$ cat config.mk
export PLATFORM = sky130hd
export DESIGN_NAME = split_bus_arbiter
export DESIGN_NICKNAME = d
export VERILOG_FILES = /design/src/rtl/split_bus_arb_pkg.sv /design/src/rtl/rr_arb_picker.sv /design/src/rtl/split_bus_arbiter.sv
export SDC_FILE = /design/constraint.sdc
export NUM_CORES = 1
export LEC_CHECK = 0
export CORE_ASPECT_RATIO = 0.9
export CORE_MARGIN = 2
export CORE_UTILIZATION = 50
export DETAILED_ROUTE_END_ITERATION = 10
export PLACE_DENSITY_LB_ADDON = 0.15
export SYNTH_ARGS = -nofsm -noshare
export SYNTH_HDL_FRONTEND = slang
export SYNTH_SLANG_ARGS = --single-unit
$ cat constraint.sdc
create_clock -name clk -period 2.1 [get_ports clk]
set_input_delay 0.42 -clock clk [delete_from_list [all_inputs] [get_ports clk]]
set_output_delay 0.42 -clock clk [all_outputs]
set_load 0.02 [all_outputs]
$ cat src/rtl/split_bus_arb_pkg.sv
// split_bus_arb_pkg: shared types, limits and helpers for the split-transaction bus arbiter.
package split_bus_arb_pkg;

    typedef enum logic [1:0] {
        IDLE,
        OWNED,
        SPLIT_RETURN
    } arb_state_t;

    localparam int MAX_INIT          = 8;
    localparam int DEF_SPLIT_TIMEOUT = 256;

    function automatic logic [2:0] oh2idx(input logic [MAX_INIT-1:0] oh);
        logic [2:0] idx;
        idx = '0;
        for (int i = 0; i < MAX_INIT; i++)
            if (oh[i]) idx = idx | 3'(i);
        return idx;
    endfunction

endpackage

$ cat src/rtl/rr_arb_picker.sv
// rr_arb_picker: combinational round-robin pick of the first requester after ptr_i (wrapping).
module rr_arb_picker #(
    parameter int N  = 2,
    parameter int PW = $clog2(N)
) (
    input  logic [N-1:0]  req_i,
    input  logic [PW-1:0] ptr_i,
    output logic [N-1:0]  pick_o,
    output logic          valid_o
);

    logic [PW-1:0] idx;

    always_comb begin
        pick_o = '0;
        idx    = '0;
        for (int i = 1; i <= N; i++) begin
            idx = PW'((int'(ptr_i) + i) % N);
            if (req_i[idx] && pick_o == '0) pick_o[idx] = 1'b1;
        end
    end

    assign valid_o = |req_i;

endmodule

$ cat src/rtl/split_bus_arbiter.sv
// split_bus_arbiter: round-robin bus arbiter that parks an initiator on a target split
// and regrants it, with the target given priority, when split data returns.
module split_bus_arbiter
    import split_bus_arb_pkg::*;
#(
    parameter int NUM_INIT      = 2,
    parameter int SPLIT_TIMEOUT = DEF_SPLIT_TIMEOUT,
    parameter int CNT_W         = $clog2(SPLIT_TIMEOUT + 1)
) (
    input  logic                clk,
    input  logic                rst,
    input  logic [NUM_INIT-1:0] m_req,
    output logic [NUM_INIT-1:0] m_grant,
    output logic [NUM_INIT-1:0] m_split,
    input  logic                s_split_ack,
    input  logic                s_split_req,
    output logic                s_split_grant,
    output logic                bus_busy,
    output logic                split_timeout
);

    localparam int IW = $clog2(NUM_INIT);
    localparam int CW = (CNT_W < 1) ? 1 : CNT_W;

    arb_state_t          state_q, state_d;
    logic [NUM_INIT-1:0] grant_q, grant_d;
    logic                sgrant_q, sgrant_d;
    logic [IW-1:0]       owner_q, owner_d;
    logic [IW-1:0]       rr_q, rr_d;
    logic                pend_q, pend_d;
    logic [IW-1:0]       sown_q, sown_d;
    logic [CW-1:0]       cnt_q, cnt_d;
    logic                to_q, to_d;

    logic [NUM_INIT-1:0] pick;
    logic                pick_valid;
    logic [IW-1:0]       pick_idx;

    rr_arb_picker #(.N(NUM_INIT), .PW(IW)) u_picker (
        .req_i  (m_req & ~m_split),
        .ptr_i  (rr_q),
        .pick_o (pick),
        .valid_o(pick_valid)
    );

    assign pick_idx = IW'(oh2idx(MAX_INIT'(pick)));

    always_comb begin
        state_d  = state_q;
        grant_d  = grant_q;
        sgrant_d = sgrant_q;
        owner_d  = owner_q;
        rr_d     = rr_q;
        pend_d   = pend_q;
        sown_d   = sown_q;
        cnt_d    = cnt_q;
        to_d     = 1'b0;
        case (state_q)
            IDLE: begin
                if (pend_q && s_split_req) begin
                    state_d  = SPLIT_RETURN;
                    sgrant_d = 1'b1;
                    grant_d  = NUM_INIT'(1) << sown_q;
                end else if (pick_valid) begin
                    state_d = OWNED;
                    grant_d = pick;
                    owner_d = pick_idx;
                    rr_d    = pick_idx;
                end
            end
            OWNED: begin
                // a split wins over a simultaneous release; a second split is ignored
                if (s_split_ack && !pend_q) begin
                    sown_d  = owner_q;
                    pend_d  = 1'b1;
                    cnt_d   = '0;
                    grant_d = '0;
                    state_d = IDLE;
                end else if (!m_req[owner_q]) begin
                    grant_d = '0;
                    state_d = IDLE;
                end
            end
            SPLIT_RETURN: begin
                if (!s_split_req) begin
                    pend_d   = 1'b0;
                    grant_d  = '0;
                    sgrant_d = 1'b0;
                    state_d  = IDLE;
                end
            end
            default: state_d = IDLE;
        endcase
        // a return starting this cycle freezes the counter and suppresses the timeout
        if (SPLIT_TIMEOUT != 0 && pend_q && state_q != SPLIT_RETURN && state_d != SPLIT_RETURN) begin
            if (cnt_q == CW'(SPLIT_TIMEOUT - 1)) begin
                pend_d = 1'b0;
                to_d   = 1'b1;
            end else begin
                cnt_d = cnt_q + CW'(1);
            end
        end
    end

    always_ff @(posedge clk or posedge rst) begin
        if (rst) begin
            state_q  <= IDLE;
            grant_q  <= '0;
            sgrant_q <= 1'b0;
            owner_q  <= '0;
            rr_q     <= IW'(NUM_INIT - 1);
            pend_q   <= 1'b0;
            sown_q   <= '0;
            cnt_q    <= '0;
            to_q     <= 1'b0;
        end else begin
            state_q  <= state_d;
            grant_q  <= grant_d;
            sgrant_q <= sgrant_d;
            owner_q  <= owner_d;
            rr_q     <= rr_d;
            pend_q   <= pend_d;
            sown_q   <= sown_d;
            cnt_q    <= cnt_d;
            to_q     <= to_d;
        end
    end

    assign m_grant       = grant_q;
    assign m_split       = pend_q ? (NUM_INIT'(1) << sown_q) : '0;
    assign s_split_grant = sgrant_q;
    assign bus_busy      = state_q != IDLE;
    assign split_timeout = to_q;

    a_grant_onehot: assert property (@(posedge clk) disable iff (rst) $onehot0(m_grant));

endmodule
After elaboration in Yosys (flattened, before gate mapping)
Cells that the tools add are included.

Register bits: 19.

Add/sub/neg operators: 3. $lt $le $gt $ge: 5. Equality and inequality tests: 9. Shift operators: 1. Multiplexer cells: 40. Bitwise logic cells: 4. Reductions and logical operators: 18.

Operator list (number): 9-bit 2-to-1 mux (4); 2-bit 2-to-1 mux (13); 1-bit 2-to-1 mux (17); 2-bit one-hot mux with 3 select lines (2); 9-bit by 1-bit adder with 9-bit output, second input constant (1); 9-bit by 8-bit == test with 1-bit output, second input constant (1); 2-bit != test, second input constant (4); 1-bit logical AND (7); 1-bit by 2-bit less-than comparator with 1-bit output, second input constant (3); 3-bit != test, second input constant (2); 3-bit AND reduction (2); 2-bit zero test (2); 1-bit one-hot mux with 2 select lines (2); 4-bit AND reduction (1); 2-bit nonzero test (2); 3-bit nonzero test (1); 1-bit adder, second input constant (2); 2-bit bitwise AND (1); 1-bit demux with 1-bit select (2); 2-bit by 1-bit == test with 1-bit output, second input constant (1); 2-bit == test, second input constant (1); 1-bit >= comparator, second input constant (2); 2-bit inverter (1); 2-bit bitwise OR (1); 5 further kinds (5).

Depth between registers and ports, before layout
Depth in word-level cells: 13. Mapped depth: 9. Mapped depth without buffers: 8.

Cells and area by module
A second synthesis with hierarchy kept.

Cell total of the unflattened synthesis: 131. Area, all modules: 1271.2 sq um.

Modules (own cells, without submodules): split_bus_arbiter (times used 1, cells an instance 127, area each 1246.2 sq um, sequential area each 476.7 sq um); rr_arb_picker (times used 1, cells an instance 4, area each 25.0 sq um, sequential area each 0.0 sq um).

Worst setup path before layout
OpenSTA, ideal clock, no wires.

Path kind: register to register. Start: register state_q[1]. End: register cnt_q[7]. Setup time: 126 ps. Arrival: 2047 ps. Data required time: 1974 ps. Path slack: -74 ps. Stages on the path, launching flop included: 9. Cell sequence: dfrtp_1 -> inv_1 -> ha_1 -> inv_1 -> nor3_1 -> o32ai_2 -> a211oi_4 -> o21ai_2 -> a311o_1.

Longest elaborated chain between the ends: 6. Elaborated cells on any way between the ends: 16.

Ends and longest elaborated chain: start, declared (RTL line split_bus_arbiter.sv:25) `arb_state_t state_q, state_d;`; start signal, assigned (RTL line split_bus_arbiter.sv:117) `state_q <= state_d;`; 2-bit 2-to-1 mux (on tied branches) (RTL line split_bus_arbiter.sv:79, split_bus_arbiter.sv:64); 2-bit 2-to-1 mux (on tied branches) (RTL line split_bus_arbiter.sv:73, split_bus_arbiter.sv:60); 2-bit one-hot mux with 3 select lines (RTL line split_bus_arbiter.sv:58) `case (state_q)`; 2-bit != test (RTL line split_bus_arbiter.sv:95) `if (SPLIT_TIMEOUT != 0 && pend_q && state_q != SPLIT_RETURN && state_d != SPLIT_RETURN) begin`; 1-bit logical AND (RTL line split_bus_arbiter.sv:95); 9-bit 2-to-1 mux * (RTL line split_bus_arbiter.sv:95); net cnt_d[7] (RTL line split_bus_arbiter.sv:32) `logic [CW-1:0] cnt_q, cnt_d;`; end signal, assigned (RTL line split_bus_arbiter.sv:124) `cnt_q <= cnt_d;`; end, declared (RTL line split_bus_arbiter.sv:32).

The timed path passes the listed nets; every way through them passes the cells marked *. A chain may end at the register's enable or synchronous reset.

Worst setup path in the final report
Start: register owner_q. End: register cnt_q[7].

Longest elaborated chain between the ends: 8.

Ends and longest elaborated chain: start, declared (RTL line split_bus_arbiter.sv:28) `logic [IW-1:0] owner_q, owner_d;`; start signal, assigned (RTL line split_bus_arbiter.sv:120) `owner_q <= owner_d;`; 1-bit 2-to-1 mux (not written as such) (2 in a row) (RTL line split_bus_arbiter.sv:79) `end else if (!m_req[owner_q]) begin`; 2-bit 2-to-1 mux (RTL line split_bus_arbiter.sv:79); 2-bit 2-to-1 mux (RTL line split_bus_arbiter.sv:73) `if (s_split_ack && !pend_q) begin`; 2-bit one-hot mux with 3 select lines (RTL line split_bus_arbiter.sv:58); 2-bit != test (RTL line split_bus_arbiter.sv:95); 1-bit logical AND (RTL line split_bus_arbiter.sv:95); 9-bit 2-to-1 mux (RTL line split_bus_arbiter.sv:95); net cnt_d[7] (RTL line split_bus_arbiter.sv:32).

The timed path passes the listed nets, and every way through them passes these cells. The select of a mux whose other input is x is not followed.

==> qor.csv <==
stage,metric,value,unit
yosys,synth_top_area_share,37.5,%
cells_and_area,n_antenna_cell,0,
sta,setup_tns,0,ns
cts,clkTransAtPathRegs,0.11,ns
worst_setup_path,crit_buf_inv,1,
yosys,synth_edf_count,0,
sta,rsz0062_at_grt,true,
cts,clockBufferDepth,2,
worst_setup_path,critPathLaunchType,flop,
yosys,yosys.area.top_type,dfrtp_1,
worst_setup_path,cp_max_fo,3,
worst_setup_path,required,2.29,ns
sta,min_period,2.08,ns
worst_setup_path,slowest_stage,dfrtp_1,
cts,root_buffer,clkbuf_4,
cts,cts_buffers,3,
pwr,leakagePower,0.722,nW
placement,placedCellCount,184,
cts,hold_buffers,0,
route,drcViolationCount,0,
placement,place_congestion,0.874,
cells_and_area,final_cell_count_no_fill,194,
sta,skew,0.00696,ns
flow_run,cap_viol_max_count,0,
floorplanning,die_x,55.7,µm
placement,port_buffers,12,
cells_and_area,design_area,1650,µm²
sta,hold_ws,0.419,ns
route,ant_nets,0,
worst_setup_path,worstSetupPathType,flop to flop,
floorplanning,rows,16,
cts,cts_sinks,19,
cells_and_area,mostFrequentLayoutCell,buf_4,
yosys,ys.flop_type,dfrtp_1,
cells_and_area,drive_gt1_share,32.3,%
pwr,peakVddDrop,0.892,mV
floorplanning,initial_core_util,54.1,%
cells_and_area,final-seq-area,478,µm²
cells_and_area,fin_nets,179,
worst_setup_path,cp_top_family,compound AO/OA/AOI/OAI gates,
global_routing,grt_max_degree,20,
cts,tritoncts,done,
global_routing,grt_pass1_vias,1090,
pwr,design_power_total,1.88,mW
floorplanning,die_area,2810,µm²
yosys,yosys_register_bits,19,
sta,finalSetupViolCount,0,
route,wire_per_inst,16.5,µm
global_routing,grt-ovfl-total,0,
placement,dpl.hpwl,2130,µm
worst_setup_path,regToRegSetupSlack,0.02,ns
global_routing,antenna_found_initial,0,
cts,htreeDepth,1,
floorplanning,die_h,50.5,µm
route,drt_iter0_markers,38,
yosys,synth_nets,143,
worst_setup_path,worst_setup_path_end_kind,flop,
floorplanning,ios,13,
yosys,synth.top_cells.by_area,"dfrtp_1, ha_1, o21ai_0",
sta,post-route-period-util,99.0,%
sta,drv_slew,0,
worst_setup_path,rr_worst_depth,7,
outcome,status,completed,
floorplanning,core_area,2220,µm²
pwr,p_per_area,1140,nW/µm²
yosys,syn_avg_cell_area,9.10,µm²
cells_and_area,multiInputGateArea,769,µm²
global_routing,grt_usage,23.5,%
worst_hold_path,hold_class,input port to asynchronous set/reset pin,
cells_and_area,final_cell_mix,"buf_4, dfrtp_1, nand2_1",
route,drtPass1Iterations,4,
cells_and_area,area_delta_synth_final,37.3,%
sta,relSlewSlack,68.2,%
sta,tightest_slew,0.464,ns
cells_and_area,fillers,163,
worst_setup_path,path_cells,mux2i_2 > o31ai_4 > o32ai_4 > a211oi_4 > buf_4 > o21ai_2 > a311o_1,
yosys,yosysWarnings,0,
yosys,ys_types,41,
placement,placed_area,1460,µm²
route,wirelength,3200,µm
worst_setup_path,arrival,2.27,ns
worst_setup_path,cp_slowest_stage_delay,0.43,ns
yosys,yosysSeqAreaShare,39.7,%
route,avgViaCountPerCell,5.89,
sta,timing_hold_violations_final,0,
cts,clkLatencyLatePin,0.30,ns
worst_setup_path,cp_num_cells,7,
yosys,netlist_area,1200,µm²
sta,fmax,481,MHz
global_routing,grt_pass1_wl,5080,µm
yosys,synthArstFlopShare,100,%
yosys,syn_inst,132,
route,via_count,1143,
-- registers in the layout, indices dropped and copies added, names as in the netlist --
signal and flops:
m_grant 2, state_q 2, sown_q 1, split_timeout 1, rr_q 1, s_split_grant 1
owner_q 1, cnt_q 9, pend_q 1
-- metal layers --
layer	share of wire, %	global-route usage, %	wire, µm
met5	0	0	0
met2	47	37.7	1510
met4	2.2	8.54	72
met1	47	31.6	1500
met3	4.0	4.90	129
-- synthesized netlist by cell type (2+ instances only) --
library cell / number
dfrtp_1: 18
nand4_1: 2
nand2_1: 13
ha_1: 5
inv_1: 11
mux2i_1: 5
o31ai_1: 3
o21ai_0: 11
a211oi_1: 2
nand3_1: 7
nor3_1: 7
a21oi_1: 5
or2_2: 2
nor2_1: 9
buf_6: 2
and2_1: 5
-- path summary, 6_finish.rpt --
check	from	end
min in group clk	s_split_ack	pend_q
worst max-delay path	owner_q	cnt_q[7]
worst min register to register	m_grant[0]	m_grant[0]
worst max register to register	owner_q	cnt_q[7]
max in group asynchronous	rst	rr_q
worst min-delay path	rst	cnt_q[3]
-- power by group --
part	switching, mW	leakage, nW	internal [mW]
logic	0.606	0.459	0.543
registers	0.0808	0.246	0.460
clock network	0.115	0.0177	0.0711
-- logic make-up (layout without fill, tap and decap cells) --
group	after synthesis	after routing	synth area share, %
flops	19	19	39.7
buf+inv	15	50	5.94
mux	5	5	4.17
compound gates	37	37	23.7
xor+xnor	1	1	0.729
fa+ha+maj	5	5	5.21
simple gates	50	50	20.5
-- area by class of cell --
cell class	instances	share of cell area, %
sequential	19	29.0
clock inverter	1	0.303
inverter	12	2.73
tap	27	2.05
clock buffer	3	1.37
timing repair buffer	34	17.9
multi-input combinational	98	46.7
-- per-stage QoR --
step                      setup slack, ns  utilization, %
after floorplan                   0.00989               -
after global placement             -0.405            65.6
after detailed placement           -0.504            65.6
after CTS                        -0.00864            68.6
after global routing              -0.0625            74.2
final                              0.0207            74.2
-- repair_timing --
action	4_1_cts	5_1_grt
setup buffers	1	5
cloned	0	0
gates resized for setup	12	17
pin swaps	3	8
setup endpoints to repair	10	8
-- worst reg2reg max path: stages (launching register included) --
cell and delay, ns:
dfrtp_1 0.43, mux2i_2 0.19, o31ai_4 0.37, o32ai_4 0.18
a211oi_4 0.28, buf_4 0.16, o21ai_2 0.05, a311o_1 0.31
(Power assumes the default switching activity.)
